<file path="src/rtl/inst_fetch_ctrl_if.sv">
// Bundle of every signal between the fetch sequencer and its neighbours:
// instruction memory, decode, branch unit and the execute stage.
interface inst_fetch_ctrl_if;
    logic        start;
    logic        mem_init;
    logic [31:0] mem_pc;
    logic [31:0] mem_instr;
    logic [31:0] instr;
    logic [31:0] instr_pc;
    logic        instr_valid;
    logic        instr_ready;
    logic        redirect;
    logic [31:0] redirect_pc;
    logic        conv_done;
    logic        conv_wait;
    logic        halted;

    modport master (
        input  start, mem_instr, instr_ready, redirect, redirect_pc, conv_done,
        output mem_init, mem_pc, instr, instr_pc, instr_valid, conv_wait, halted
    );

    modport slave (
        output start, mem_instr, instr_ready, redirect, redirect_pc, conv_done,
        input  mem_init, mem_pc, instr, instr_pc, instr_valid, conv_wait, halted
    );
endinterface

</file>
<file path="src/rtl/inst_fetch_ctrl.sv">
// Fetch sequencer: pulses memory init, walks the PC, and feeds a registered
// valid/ready stage to decode with redirect, convolution stall and halt.
module inst_fetch_ctrl #(
    parameter int unsigned MEM_BYTES     = 32,
    parameter int unsigned INIT_CYCLES   = 2,
    parameter bit          WRAP          = 1'b0,
    parameter logic [6:0]  CUSTOM_OPCODE = 7'b0001011
) (
    input  logic               clk,
    input  logic               reset,
    inst_fetch_ctrl_if.master  bus
);
    typedef enum logic [2:0] {IDLE, INIT, FETCH, CONV_WAIT, HALT} state_t;

    localparam logic [31:0] LAST_PC   = 32'(MEM_BYTES - 4);
    localparam logic [31:0] MEM_TOP   = 32'(MEM_BYTES);
    localparam logic [31:0] INIT_LOAD = 32'(INIT_CYCLES);

    state_t      state;
    logic [31:0] cnt;
    logic        last;

    logic        accept;
    logic        at_end;
    logic        is_custom;
    logic        redir_oob;
    logic        redir_live;
    logic        can_restart;
    logic [31:0] redir_target;

    assign accept       = bus.instr_valid & bus.instr_ready;
    assign at_end       = (bus.mem_pc == LAST_PC);
    assign is_custom    = (bus.instr[6:0] == CUSTOM_OPCODE);
    assign redir_oob    = (bus.redirect_pc >= MEM_TOP);
    assign redir_target = {bus.redirect_pc[31:2], 2'b00};
    assign redir_live   = bus.redirect && ((state == FETCH) || (state == CONV_WAIT));
    assign can_restart  = bus.start && ((state == IDLE) || (state == HALT));

    // NOTE: non-blocking assignments so every branch sees pre-edge register values.
    always_ff @(posedge clk or negedge reset) begin
        if (!reset) begin
            state           <= IDLE;
            cnt             <= INIT_LOAD;
            last            <= 1'b0;
            bus.mem_init    <= 1'b0;
            bus.mem_pc      <= '0;
            bus.instr       <= '0;
            bus.instr_pc    <= '0;
            bus.instr_valid <= 1'b0;
            bus.conv_wait   <= 1'b0;
            bus.halted      <= 1'b0;
        end else if (can_restart) begin
            state        <= INIT;
            cnt          <= INIT_LOAD;
            last         <= 1'b0;
            bus.mem_init <= 1'b1;
            bus.mem_pc   <= '0;
            bus.halted   <= 1'b0;
        end else if (redir_live) begin
            // Redirect outranks accept, conv_done and load in the same cycle.
            bus.instr_valid <= 1'b0;
            bus.conv_wait   <= 1'b0;
            last            <= 1'b0;
            if (redir_oob) begin
                state      <= HALT;
                bus.halted <= 1'b1;
            end else begin
                state      <= FETCH;
                bus.mem_pc <= redir_target;
            end
        end else begin
            case (state)
                IDLE: begin
                    cnt        <= INIT_LOAD;
                    bus.mem_pc <= '0;
                end
                INIT: begin
                    if (cnt <= 32'd1) begin
                        state        <= FETCH;
                        bus.mem_init <= 1'b0;
                    end else begin
                        cnt <= cnt - 32'd1;
                    end
                end
                FETCH: begin
                    if (accept && is_custom) begin
                        state           <= CONV_WAIT;
                        bus.conv_wait   <= 1'b1;
                        bus.instr_valid <= 1'b0;
                    end else if (accept && last) begin
                        state           <= HALT;
                        bus.halted      <= 1'b1;
                        bus.instr_valid <= 1'b0;
                    end else if ((!bus.instr_valid || accept) && !last) begin
                        bus.instr       <= bus.mem_instr;
                        bus.instr_pc    <= bus.mem_pc;
                        bus.instr_valid <= 1'b1;
                        if (!at_end) begin
                            bus.mem_pc <= bus.mem_pc + 32'd4;
                        end else if (WRAP) begin
                            bus.mem_pc <= '0;
                        end else begin
                            last <= 1'b1;
                        end
                    end
                end
                CONV_WAIT: begin
                    // mem_pc already points past the convolution word.
                    if (bus.conv_done) begin
                        bus.conv_wait <= 1'b0;
                        if (last) begin
                            state      <= HALT;
                            bus.halted <= 1'b1;
                        end else begin
                            state <= FETCH;
                        end
                    end
                end
                HALT: begin
                    bus.halted <= 1'b1;
                end
                default: state <= IDLE;
            endcase
        end
    end
endmodule

</file>
<file path="src/flat_wrapper.sv">
// flat-port wrapper written by rule: the top's interface ports become plain ports
module inst_fetch_ctrl_flat 
#(
    parameter int unsigned MEM_BYTES     = 32,
    parameter int unsigned INIT_CYCLES   = 2,
    parameter bit          WRAP          = 1'b0,
    parameter logic [6:0]  CUSTOM_OPCODE = 7'b0001011
)
  (clk, reset, bus_start, bus_mem_instr, bus_instr_ready, bus_redirect, bus_redirect_pc, bus_conv_done, bus_mem_init, bus_mem_pc, bus_instr, bus_instr_pc, bus_instr_valid, bus_conv_wait, bus_halted);
  inst_fetch_ctrl_if bus_i ();
  input  logic clk;
  input  logic reset;
  input wire logic [$bits(bus_i.start)-1:0] bus_start;
  input wire logic [$bits(bus_i.mem_instr)-1:0] bus_mem_instr;
  input wire logic [$bits(bus_i.instr_ready)-1:0] bus_instr_ready;
  input wire logic [$bits(bus_i.redirect)-1:0] bus_redirect;
  input wire logic [$bits(bus_i.redirect_pc)-1:0] bus_redirect_pc;
  input wire logic [$bits(bus_i.conv_done)-1:0] bus_conv_done;
  output wire logic [$bits(bus_i.mem_init)-1:0] bus_mem_init;
  output wire logic [$bits(bus_i.mem_pc)-1:0] bus_mem_pc;
  output wire logic [$bits(bus_i.instr)-1:0] bus_instr;
  output wire logic [$bits(bus_i.instr_pc)-1:0] bus_instr_pc;
  output wire logic [$bits(bus_i.instr_valid)-1:0] bus_instr_valid;
  output wire logic [$bits(bus_i.conv_wait)-1:0] bus_conv_wait;
  output wire logic [$bits(bus_i.halted)-1:0] bus_halted;
  assign bus_i.start = bus_start;
  assign bus_i.mem_instr = bus_mem_instr;
  assign bus_i.instr_ready = bus_instr_ready;
  assign bus_i.redirect = bus_redirect;
  assign bus_i.redirect_pc = bus_redirect_pc;
  assign bus_i.conv_done = bus_conv_done;
  assign bus_mem_init = bus_i.mem_init;
  assign bus_mem_pc = bus_i.mem_pc;
  assign bus_instr = bus_i.instr;
  assign bus_instr_pc = bus_i.instr_pc;
  assign bus_instr_valid = bus_i.instr_valid;
  assign bus_conv_wait = bus_i.conv_wait;
  assign bus_halted = bus_i.halted;
  inst_fetch_ctrl #(.MEM_BYTES(MEM_BYTES), .INIT_CYCLES(INIT_CYCLES), .WRAP(WRAP), .CUSTOM_OPCODE(CUSTOM_OPCODE)) u_core (.clk(clk), .reset(reset), .bus(bus_i));
endmodule
</file>
<file path="config.mk">
export PLATFORM = sky130hd
export DESIGN_NAME = inst_fetch_ctrl_flat
export DESIGN_NICKNAME = d
export VERILOG_FILES = /design/src/rtl/inst_fetch_ctrl_if.sv /design/src/rtl/inst_fetch_ctrl.sv /design/src/flat_wrapper.sv
export SDC_FILE = /design/constraint.sdc
export NUM_CORES = 1
export LEC_CHECK = 0
export BUFFER_PORTS_ARGS = -buffer_cell sky130_fd_sc_hd__buf_2
export CORE_ASPECT_RATIO = 0.9
export CORE_MARGIN = 2
export CORE_UTILIZATION = 31
export CTS_CLUSTER_DIAMETER = 80
export CTS_CLUSTER_SIZE = 16
export DETAILED_ROUTE_END_ITERATION = 10
export HOLD_SLACK_MARGIN = 0.06
export PLACE_DENSITY = 0.5
export SYNTH_ARGS = -nofsm -noshare
export SYNTH_HDL_FRONTEND = slang
export SYNTH_SLANG_ARGS = --single-unit
</file>
<file path="constraint.sdc">
create_clock -name clk -period 2.1 [get_ports clk]
set_input_delay 0.105 -clock clk [delete_from_list [all_inputs] [get_ports clk]]
set_output_delay 0.105 -clock clk [all_outputs]
set_load 0.03 [all_outputs]
</file>
==> out/metrics.cfg <==
[detailed_routing]
postRouteAntennaNets = 0
wl_mm = 22.9
vias_per_cell = 5.06
dr.pass1.iters = 5
first_iter_violations = 438
drc = 0
wire_per_inst_microns = 17.3
vias = 6722

[flow_run]
cap_viol_max_count = 0

[logic_synthesis]
avgSynthCellArea_sq_um = 10.1
synth-compound-area-share = 0.152
synth_top_family_by_area = simple AND/OR/NAND/NOR gates
synth_flop_cell = dfrtp_1
synth_common_cells = dfrtp_1 (131), nand2_1 (61), mux2_2 (57)
synth_edf_count = 0
yosysUniqueCellTypes = 72
synth_cells = 666
synth_adder_area_share = 0.00559
synth_top_area_share = 0.488
synthMuxAreaShare = 0.0971
post_synth_xor_area_fraction = 0.0222
synth_most_common_cell = dfrtp_1
yosys-top-cells-area = dfrtp_1 (49%), mux2_2 (9.6%), nand2_1 (3.4%), nor2_1 (2.9%), a21oi_1 (2.6%)
syn-cell-area_sq_um = 6720
yosysSeqAreaShare = 0.492
netlist.top_cell.by_area = dfrtp_1
ys_ff_latch = 132
yosys_warnings = 0
async_flop_share = 1.00
synth-simple-area-share = 0.194

[clock_network]
numCtsBuffers = 17
cts_tree = done
clk_pin_slew_worst_paths_ns = 0.06
cts.path.max_buffers = 2
clk_latency_ns = 0.44
htree_levels = 4
cts_sinks = 132
cts-root-buf = clkbuf_16

[sta]
layout_setup_ws_ns = -0.150
grt_setup_unrepaired = yes
fin_crit_ns = 2.25
setup_viol = 29
finClkSkew_ns = 0.0149
drv_slew = 0
hold_viol = 0
whs_ns = 0.0736
slew_headroom = 0.498
max_freq_ghz = 0.444
min_period_over_period = 1.07
worst_pin_slew_ns = 0.750

[min_path]
min_to = u_core.bus.mem_pc[10]$_DFFE_PN0P_
hp-class = in -> reg
min_from = bus_redirect_pc[10]
min_path_cells = 5

[setup_path]
cp_common_cell = or4_4
critPathArrivalTime_ns = 2.57
cp_max_fo = 6
r2r-start = u_core.cnt[26]$_DFFE_PN0P_
slowest_stage = or4_4
r2r_slack_ns = -0.15
r2r-end = u_core.cnt[31]$_DFFE_PN0P_
worstPathRequired_ns = 2.42
rr_worst_depth = 6
crit_chain = or4_4 > or4_4 > nor4_4 > buf_6 > nor2_4 > a31o_2
critPathLaunchType = flip-flop
path_class = reg -> reg
critPathMaxStageDelay_ns = 0.55
end_kind = flip-flop

[floorplan]
rows = 51
die_h_microns = 144
core_area_sq_um = 21400
dieArea_sq_um = 22900
start_util = 0.313
dieWidth_microns = 159
io_pins = 170

[final_layout]
drive_above_1_share = 0.500
final_nets = 1097
antenna_cells = 0
nFillCells = 2027
area_growth_pct = 60.5

[grt]
grt_pass1_vias = 6566
grt-ovfl-total = 0
antenna_found_initial = 0
grt_max_degree = 59
grt_pass1_wl_mm = 35.1
grtUsageTotal = 0.194

[placement]
hpwl_mm = 15.4
place_ws_ns = -0.185
globalplace.congestion = 0.848
port_buffers = 163

[status]
violations = negative setup slack
status = finished with violations

[power]
ir_worst_vdd_v = 0.000716
p_per_area_nw_per_um2 = 1360
power.leakage_nw = 5.15

## cell type report
cell class / instances / area [sq um] / share of cell area
clock buffer: 17 / 425 / 0.0395
timing repair buffer: 377 / 2710 / 0.252
clock inverter: 15 / 199 / 0.0184
multi-input combinational: 486 / 3730 / 0.346
tap: 291 / 364 / 0.0338
sequential: 132 / 3320 / 0.308
inverter: 10 / 37.5 / 0.00348
## worst max path at each step
stage	slack (ns)	start	depth (start not counted)	end
5_1_grt	-0.26	u_core.cnt[26]$_DFFE_PN0P_	7	u_core.cnt[9]$_DFFE_PN0P_
3_5_place_dp	-0.19	u_core.cnt[26]$_DFFE_PN0P_	6	u_core.cnt[21]$_DFFE_PN0P_
4_1_cts	-0.15	u_core.cnt[26]$_DFFE_PN0P_	6	u_core.cnt[31]$_DFFE_PN0P_
3_3_place_gp	-0.14	u_core.cnt[26]$_DFFE_PN0P_	6	u_core.cnt[25]$_DFFE_PN0P_
6_report	-0.15	u_core.cnt[26]$_DFFE_PN0P_	6	u_core.cnt[31]$_DFFE_PN0P_
2_1_floorplan	-0.09	u_core.cnt[1]$_DFFE_PN1P_	10	u_core.cnt[17]$_DFFE_PN0P_
## power by group
group          internal (mW)  leakage, nW  total [mW]  switching [mW]
clock                   1.83        0.309        3.24            1.41
sequential              3.29         1.74        3.82           0.529
combinational           3.41         3.10        7.66            4.25
## per-stage QoR
| stage | cells | power (mW) | setup TNS, ns | area, sq um | utilization |
|---|---|---|---|---|---|
| final | 1328 | 14.7 | -2.32 | 10800 | 0.503 |
| after global placement | 1216 | 10.2 | -3.64 | 8830 | 0.412 |
| after detailed placement | 1216 | 10.2 | -4.41 | 8830 | 0.412 |
| after global routing | 1328 | 15.6 | -6.45 | 10800 | 0.503 |
| after floorplan | 669 | 7.65 | -0.823 | 6830 | - |
| after CTS | 1310 | 14.1 | -2.04 | 10200 | 0.477 |
## sequential cells by signal (all words and copies together), names as in the netlist
register and cells:
u_core.bus.instr 32, u_core.cnt 32, u_core.bus.instr_pc 30, u_core.bus.mem_pc 30, u_core.state 3, u_core.bus.conv_wait 1, u_core.bus.halted 1, u_core.bus.instr_valid 1
u_core.bus.mem_init 1, u_core.last 1
## repair_timing
item | in CTS | in global routing
gates cloned | 2 | 5
endpoints found under the hold margin | 105 | 0
setup endpoints to repair | 51 | 112
hold buffers | 52 | 0
gates resized for setup | 40 | 84
buffers inserted | 8 | 13
pin swaps | 26 | 45
## routing by layer
| metal | share of wire | vias to the layer above | GRT usage |
|---|---|---|---|
| met2 | 0.49 | 191 | 0.318 |
| met5 | 0 | - | 0 |
| li1 | - | 3197 | - |
| met3 | 0.052 | 21 | 0.0488 |
| met4 | 0.0092 | 0 | 0.0512 |
| met1 | 0.45 | 3313 | 0.259 |
## critical path: cells and delay by family (launching register included)
kind	cells	cell delay, ns
compound gates	1	0.24
buf+inv	1	0.19
flops	1	0.38
simple gates	4	1.32
## kinds of logic after synthesis
group / Yosys count
xor gates and xnor gates: 17
buffers and inverters: 52
other: 1
DFF: 132
adders and majority gates: 3
AOI/OAI and AO/OA: 153
and+or+nand+nor: 250
muxes: 58
## placed cells by master, fill, tap and decap left out, types with 6 or more instances in the layout
cell type / synthesis / routed
a31oi_1: 11 / 9
mux2_2: 57 / 57
inv_1: 10 / 9
nor2_1: 51 / 48
nand2_1: 61 / 54
xor2_1: 8 / 8
nor3_2: 2 / 6
inv_8: 0 / 7
nor4_1: 22 / 16
dlygate4sd3_1: 1 / 52
buf_6: 2 / 18
dfrtp_2: 0 / 11
clkbuf_16: 0 / 19
o21ai_0: 34 / 20
nor3_1: 24 / 17
nand2_2: 0 / 6
a2bb2oi_1: 8 / 6
buf_2: 7 / 164
nor4_4: 1 / 6
nand2b_1: 6 / 6
nand3_1: 21 / 16
xnor2_1: 9 / 9
o21ai_1: 2 / 10
dfrtp_1: 131 / 120
a21oi_1: 35 / 30
buf_4: 4 / 135
or4_1: 10 / 6
nand4_1: 15 / 15
Power figures use the tool's default switching activity.
